### src/rtl/regfile_pkg.sv
// Shared constants and helpers for the parametrised register bank.
// Used by banco_registradores_param and regfile_scoreboard.
package regfile_pkg;

  localparam int DEF_DATA_W = 32;
  localparam int DEF_DEPTH  = 32;
  localparam int ZERO_REG   = 0;

  // Widest register the parity helper accepts; narrower words are zero-extended.
  localparam int PAR_MAX_W  = 128;

  function automatic int addr_width(input int depth);
    int w;
    w = 0;
    for (int k = 0; k < 32; k++) begin
      if ((1 << w) < depth) w = w + 1;
    end
    return (w < 1) ? 1 : w;
  endfunction

  // Even parity: the stored bit makes the total number of ones even.
  function automatic logic even_parity(input logic [PAR_MAX_W-1:0] d);
    return ^d;
  endfunction

endpackage

### src/rtl/regfile_scoreboard.sv
// Busy scoreboard for the register bank: tracks in-flight destinations,
// resolves same-cycle write/reserve priority and flags reserves of busy regs.
module regfile_scoreboard
  import regfile_pkg::*;
#(
  parameter int DEPTH  = DEF_DEPTH,
  parameter int ADDR_W = addr_width(DEF_DEPTH)
) (
  input  logic              clock,
  input  logic              reset,
  input  logic              write_en_i,
  input  logic [ADDR_W-1:0] write_addr_i,
  input  logic              reserve_en_i,
  input  logic [ADDR_W-1:0] reserve_addr_i,
  output logic [DEPTH-1:0]  busy_vector_o,
  output logic [DEPTH-1:0]  busy_next_o,
  output logic              reserve_ready_o,
  output logic              reserve_err_o
);

  localparam logic [ADDR_W-1:0] ZERO_ADDR = ADDR_W'(ZERO_REG);

  logic [DEPTH-1:0] busy_q, busy_d;
  logic             err_q, err_d;
  logic             wr_fire, rsv_fire, wr_hits_rsv;

  assign wr_fire     = write_en_i && (write_addr_i != ZERO_ADDR);
  assign rsv_fire    = reserve_en_i && (reserve_addr_i != ZERO_ADDR);
  assign wr_hits_rsv = wr_fire && (write_addr_i == reserve_addr_i);

  // A write retiring the old producer lets a same-cycle reserve claim the
  // register for the new producer without raising an error.
  always_comb begin
    busy_d = busy_q;
    err_d  = 1'b0;
    if (wr_fire) busy_d[write_addr_i] = 1'b0;
    if (rsv_fire) begin
      if (!busy_q[reserve_addr_i] || wr_hits_rsv) busy_d[reserve_addr_i] = 1'b1;
      else                                        err_d = 1'b1;
    end
  end

  always_ff @(posedge clock) begin
    if (reset) begin
      busy_q <= '0;
      err_q  <= 1'b0;
    end else begin
      busy_q <= busy_d;
      err_q  <= err_d;
    end
  end

  assign busy_vector_o   = busy_q;
  assign busy_next_o     = busy_d;
  assign reserve_ready_o = (reserve_addr_i == ZERO_ADDR) || !busy_q[reserve_addr_i];
  assign reserve_err_o   = err_q;

endmodule

### src/rtl/banco_registradores_param.sv
// Parametrised register bank with registered, bypassed reads and busy scoreboard.
// Optional even-parity protection when REGFILE_PARITY_EN is defined.
module banco_registradores_param
  import regfile_pkg::*;
#(
  parameter int                 DATA_W      = DEF_DATA_W,
  parameter int                 DEPTH       = DEF_DEPTH,
  parameter int                 NUM_READ    = 2,
  parameter logic [DATA_W-1:0]  RESET_VALUE = '0,
  localparam int                ADDR_W      = addr_width(DEPTH)
) (
  input  logic                         clock,
  input  logic                         reset,
  input  logic [NUM_READ*ADDR_W-1:0]   read_addr,
  output logic [NUM_READ*DATA_W-1:0]   read_data,
  output logic [NUM_READ-1:0]          read_busy,
  input  logic                         write_en,
  input  logic [ADDR_W-1:0]            write_addr,
  input  logic [DATA_W-1:0]            write_data,
  input  logic                         reserve_en,
  input  logic [ADDR_W-1:0]            reserve_addr,
  output logic                         reserve_ready,
  output logic                         reserve_err,
  output logic [DEPTH-1:0]             busy_vector
`ifdef REGFILE_PARITY_EN
  ,
  output logic [NUM_READ-1:0]          parity_err
`endif
);

  localparam logic [ADDR_W-1:0] ZERO_ADDR = ADDR_W'(ZERO_REG);

  logic [DATA_W-1:0] regs_q [DEPTH];
  logic [DEPTH-1:0]  busy_next;
  logic              wr_fire;

  assign wr_fire = write_en && (write_addr != ZERO_ADDR);

  // Register 0 is held at zero; writes to it are dropped by wr_fire.
  always_ff @(posedge clock) begin
    if (reset) begin
      regs_q[0] <= '0;
      for (int k = 1; k < DEPTH; k++) regs_q[k] <= RESET_VALUE;
    end else if (wr_fire) begin
      regs_q[write_addr] <= write_data;
    end
  end

`ifdef REGFILE_PARITY_EN
  logic par_q [DEPTH];

  function automatic logic data_parity(input logic [DATA_W-1:0] d);
    logic [PAR_MAX_W-1:0] ext;
    ext             = '0;
    ext[DATA_W-1:0] = d;
    return even_parity(ext);
  endfunction

  always_ff @(posedge clock) begin
    if (reset) begin
      par_q[0] <= 1'b0;
      for (int k = 1; k < DEPTH; k++) par_q[k] <= data_parity(RESET_VALUE);
    end else if (wr_fire) begin
      par_q[write_addr] <= data_parity(write_data);
    end
  end
`endif

  regfile_scoreboard #(
    .DEPTH  (DEPTH),
    .ADDR_W (ADDR_W)
  ) u_scoreboard (
    .clock           (clock),
    .reset           (reset),
    .write_en_i      (write_en),
    .write_addr_i    (write_addr),
    .reserve_en_i    (reserve_en),
    .reserve_addr_i  (reserve_addr),
    .busy_vector_o   (busy_vector),
    .busy_next_o     (busy_next),
    .reserve_ready_o (reserve_ready),
    .reserve_err_o   (reserve_err)
  );

  for (genvar i = 0; i < NUM_READ; i++) begin : g_rd
    logic [ADDR_W-1:0] ra;
    logic              ra_zero, bypass;
    logic [DATA_W-1:0] rdata_d, rdata_q;
    logic              rbusy_q;

    assign ra      = read_addr[i*ADDR_W +: ADDR_W];
    assign ra_zero = (ra == ZERO_ADDR);
    assign bypass  = wr_fire && (write_addr == ra);

    always_comb begin
      rdata_d = regs_q[ra];
      if (ra_zero)     rdata_d = '0;
      else if (bypass) rdata_d = write_data;
    end

    // Busy is sampled after this edge's write/reserve updates.
    always_ff @(posedge clock) begin
      if (reset) begin
        rdata_q <= '0;
        rbusy_q <= 1'b0;
      end else begin
        rdata_q <= rdata_d;
        rbusy_q <= busy_next[ra];
      end
    end

    assign read_data[i*DATA_W +: DATA_W] = rdata_q;
    assign read_busy[i]                  = rbusy_q;

`ifdef REGFILE_PARITY_EN
    logic perr_q;
    always_ff @(posedge clock) begin
      if (reset) perr_q <= 1'b0;
      else       perr_q <= !ra_zero && !bypass && (data_parity(regs_q[ra]) != par_q[ra]);
    end
    assign parity_err[i] = perr_q;
`endif
  end

endmodule
### config.mk
export PLATFORM = sky130hd
export DESIGN_NAME = banco_registradores_param
export DESIGN_NICKNAME = d
export VERILOG_FILES = /design/src/rtl/regfile_pkg.sv /design/src/rtl/regfile_scoreboard.sv /design/src/rtl/banco_registradores_param.sv
export SDC_FILE = /design/constraint.sdc
export NUM_CORES = 2
export LEC_CHECK = 0
export ABC_AREA = 1
export CAP_MARGIN = 20
export CELL_PAD_IN_SITES_DETAIL_PLACEMENT = 1
export CELL_PAD_IN_SITES_GLOBAL_PLACEMENT = 1
export CORE_ASPECT_RATIO = 0.6
export CORE_UTILIZATION = 44
export CTS_CLUSTER_DIAMETER = 150
export DETAILED_ROUTE_END_ITERATION = 10
export HOLD_SLACK_MARGIN = 0.15
export PLACE_DENSITY_LB_ADDON = 0.1
export SLEW_MARGIN = 20
export SYNTH_ARGS = -nofsm -noshare
export SYNTH_HDL_FRONTEND = slang
export SYNTH_SLANG_ARGS = --single-unit
### constraint.sdc
create_clock -name clock -period 2.7 [get_ports clock]
set_input_delay 0.675 -clock clock [delete_from_list [all_inputs] [get_ports clock]]
set_output_delay 0.675 -clock clock [all_outputs]
set_load 0.03 [all_outputs]
==> impl_metrics.py <==
metrics = {
    "cells_and_area": {
        "fin_nets": 7229,
        "final_util": 0.538,
        "drive_gt1_frac": 0.129,
        "layout_commonest_cell": "nor2_1",
        "final_cell_mix": "nor2_1 (1,310), edfxtp_1 (1,024), o21ai_0 (866), nand2_1 (764), nand3_1 (539)",
        "syn2layout_area_growth_pct": 20.9,
    },
    "sta": {
        "slew_violations": 0,
        "post-route-min-period_ns": 2.75,
        "hold_viol": 0,
        "timing.fmax_ghz": 0.364,
        "slew_headroom": 0.371,
        "grt_setup_unrepaired": "yes",
        "tns_ns": -0.0528,
        "hold_slack_ns": 0.351,
        "worst_slew_pin_slew_ns": 0.944,
        "setup_ws_ns": -0.0500,
        "setup_violations": 2,
        "finalCritPeriodShare": 1.02,
        "fin_worst_skew_ns": 0.0325,
    },
    "clocking": {
        "cts_buffers": 116,
        "clock_latency_ns": 0.78,
        "ctsHtreeMaxLevel": 3,
        "clk_pin_slew_worst_paths_ns": 0.07,
        "cts_tree": "built",
        "clockRootBuffer": "clkbuf_16",
        "hold_buffers": 0,
        "cts.sinks": 1123,
        "clockBufferDepth": 3,
    },
    "critical_path": {
        "worstRegToRegCells": 10,
        "worstPathArrival_ns": 2.07,
        "start_kind": "primary input",
        "path_class": "primary input to output port",
        "crit_path_start": "reserve_addr[1]",
        "r2r_slack_ns": 0.71,
        "r2r-end": "g_rd[1].rdata_q[25]$_SDFF_PP0_",
        "cp-endpoint": "reserve_ready",
        "timing.rr.start": "regs_q[18][25]$_SDFFCE_PN0P_",
        "end_kind": "output port",
        "required_ns": 2.03,
        "crit_fanout": 3,
    },
    "synth": {
        "synth_cell_types": 38,
        "ys_ff_latch": 1123,
        "ys_warn_count": 0,
        "seq_area_frac_synth": 0.547,
        "netlist_area_um2": 59800,
        "synth_top_family_by_area": "compound AO/OA/AOI/OAI gates",
        "yosys.area_share.simple": 0.184,
        "synth_xor_area_frac": 0.00117,
        "synthMuxAreaShare": 0,
        "synth_adder_area_share": 0,
        "syn_avg_cell_area_um2": 8.59,
        "synth_cells": 6958,
        "synth_compound_area_frac": 0.186,
    },
    "drt": {
        "routed_via_density": 6.50,
        "antenna_left": 0,
        "drt_iter0_markers": 9316,
        "dr.pass1.iters": 9,
        "drt-total-wl_um": 290000,
        "drcViolationCount": 14,
        "wire_per_inst_um": 32.0,
        "num_vias": 59067,
    },
    "global_route": {
        "grt_pass1_wl_um": 412000,
        "grt.total_usage": 0.415,
        "antenna_found_initial": 7,
        "first_global_vias": 57880,
        "grt_overflow_total": 0,
        "grt_max_degree": 96,
    },
    "die": {
        "start_util": 0.445,
        "coreArea_um2": 134000,
        "die_y_um": 288,
        "chipWidth_um": 478,
        "io_pins": 156,
        "dieArea_um2": 137000,
        "rows": 104,
    },
    "min_path": {
        "hold_class": "primary input to flop",
    },
    "pwr": {
        "power-per-cell-area_nw_per_um2": 618,
        "finalPower_mw": 44.7,
        "p_leak_nw": 28.0,
        "max-vdd-ir-drop_v": 0.000594,
    },
    "status": {
        "violations": "design-rule violations, negative setup slack",
        "status": "finished with violations",
    },
    "placed_design": {
        "dp_hpwl_um": 182000,
        "gp_congestion": 0.911,
        "port_buffers": 155,
        "place_ws_ns": -0.440,
    },
    "flow_run": {
        "max-cap-violations": 0,
    },
}
per-stage QoR:
stage	instance area [um2]	instances
2_1_floorplan	59900	6989
3_3_place_gp	68000	8843
3_5_place_dp	68000	8843
4_1_cts	72200	9078
5_1_grt	72300	9079
6_report	72300	9081
metal layers:
metal,up-vias,track usage,share of wire
met1,29593,0.591,0.40
met2,4142,0.598,0.41
li1,24547,-,-
met5,-,0,0
met3,785,0.0996,0.13
met4,0,0.186,0.051
repair_timing:
action	in CTS	in global routing
setup buffers	13	0
gates resized for setup	53	3
endpoints found under the hold margin	0	0
cloned	1	0
setup endpoints to repair	1	1
pin swaps	12	2
state kept, by name, summed over array words and instances, names as in the netlist:
| register | count |
|---|---|
| g_rd.rbusy_q | 2 |
| g_rd.rdata_q | 64 |
| regs_q | 1024 |
| u_scoreboard.busy_vector_o | 32 |
| u_scoreboard.reserve_err_o | 1 |
cell usage after synthesis:
cell | number | area share
nor2_1 | 1312 | 0.082
edfxtp_1 | 1024 | 0.51
o21ai_0 | 866 | 0.072
nand2_1 | 801 | 0.050
nand3_1 | 563 | 0.047
a21oi_1 | 517 | 0.043
inv_1 | 489 | 0.031
clkbuf_1 | 426 | 0.027
o211ai_1 | 324 | 0.041
buf_2 | 188 | 0.016
dfxtp_1 | 99 | 0.033
o2111ai_1 | 76 | 0.011
o221ai_1 | 64 | 0.0094
buf_1 | 36 | 0.0023
o21ai_1 | 28 | 0.0023
buf_4 | 24 | 0.0030
o21ai_2 | 21 | 0.0031
nand4_1 | 17 | 0.0018
a22oi_1 | 16 | 0.0020
inv_2 | 14 | 0.00088
a31oi_1 | 8 | 0.00084
buf_6 | 7 | 0.0013
xor2_1 | 7 | 0.0010
nor3_1 | 5 | 0.00042
nor2_2 | 3 | 0.00031
nor2_4 | 3 | 0.00057
nor3_2 | 3 | 0.00050
o211ai_2 | 3 | 0.00063
a211oi_1 | 2 | 0.00025
clkinv_1 | 2 | 0.00013
nor4_1 | 2 | 0.00021
o22ai_1 | 2 | 0.00021
a221oi_1 | 1 | 0.00015
conb_1 | 1 | 0.000063
nand2_4 | 1 | 0.00019
nand3_2 | 1 | 0.00017
or2_2 | 1 | 0.00010
xnor2_1 | 1 | 0.00015
power breakdown:
group	internal [mW]	switching, mW	total (mW)	leakage [nW]
Combinational	2.06	4.67	6.73	15.5
Sequential	19.9	0.481	20.4	10.6
Clock	9.88	7.62	17.5	1.98
Total	31.9	12.8	44.7	28.0
final cells by class:
| cell class | count | area, um2 |
|---|---|---|
| inverters | 505 | 1940 |
| repair buffers | 746 | 8620 |
| clock buffers | 164 | 3370 |
| flip-flops and latches | 1123 | 32800 |
| clock inverters | 57 | 664 |
| fillers | 15275 | 62200 |
| diodes | 3 | 7.51 |
| well taps | 1802 | 2250 |
| multi-input cells | 4680 | 22700 |
| repair inverters | 1 | 7.51 |
worst max-delay path, cell delays in order:
cell and delay [ns]:
buf_2 0.12, buf_6 0.13, inv_4 0.05, nor2_4 0.03, buf_4 0.13, a22oi_2 0.12, nand2_1 0.09, nand3_2 0.11
nand4_1 0.14, or2_4 0.28, nand2_2 0.06, buf_6 0.12
worst min path at each step:
stage,from,end,slack (ns),cells past startpoint
6_report,read_addr[4],g_rd[0].rdata_q[8]$_SDFF_PP0_,0.35,3
5_1_grt,read_addr[4],g_rd[0].rdata_q[8]$_SDFF_PP0_,0.34,3
4_1_cts,read_addr[4],g_rd[0].rdata_q[8]$_SDFF_PP0_,0.33,3
3_5_place_dp,u_scoreboard.busy_vector_o[0]$_SDFF_PP0_,u_scoreboard.busy_vector_o[0]$_SDFF_PP0_,0.56,2
3_3_place_gp,u_scoreboard.busy_vector_o[0]$_SDFF_PP0_,u_scoreboard.busy_vector_o[0]$_SDFF_PP0_,0.57,2
2_1_floorplan,u_scoreboard.busy_vector_o[0]$_SDFF_PP0_,u_scoreboard.busy_vector_o[0]$_SDFF_PP0_,0.60,2
cell families (layout without fill, tap and decap cells):
| group | count (synthesis) | count (layout) |
|---|---|---|
| compound gates | 1928 | 1928 |
| flops | 1123 | 1123 |
| buf+inv | 1186 | 1473 |
| other cells | 1 | 35 |
| xor+xnor | 8 | 8 |
| simple gates | 2712 | 2712 |
Power figures use the tool's default switching activity.
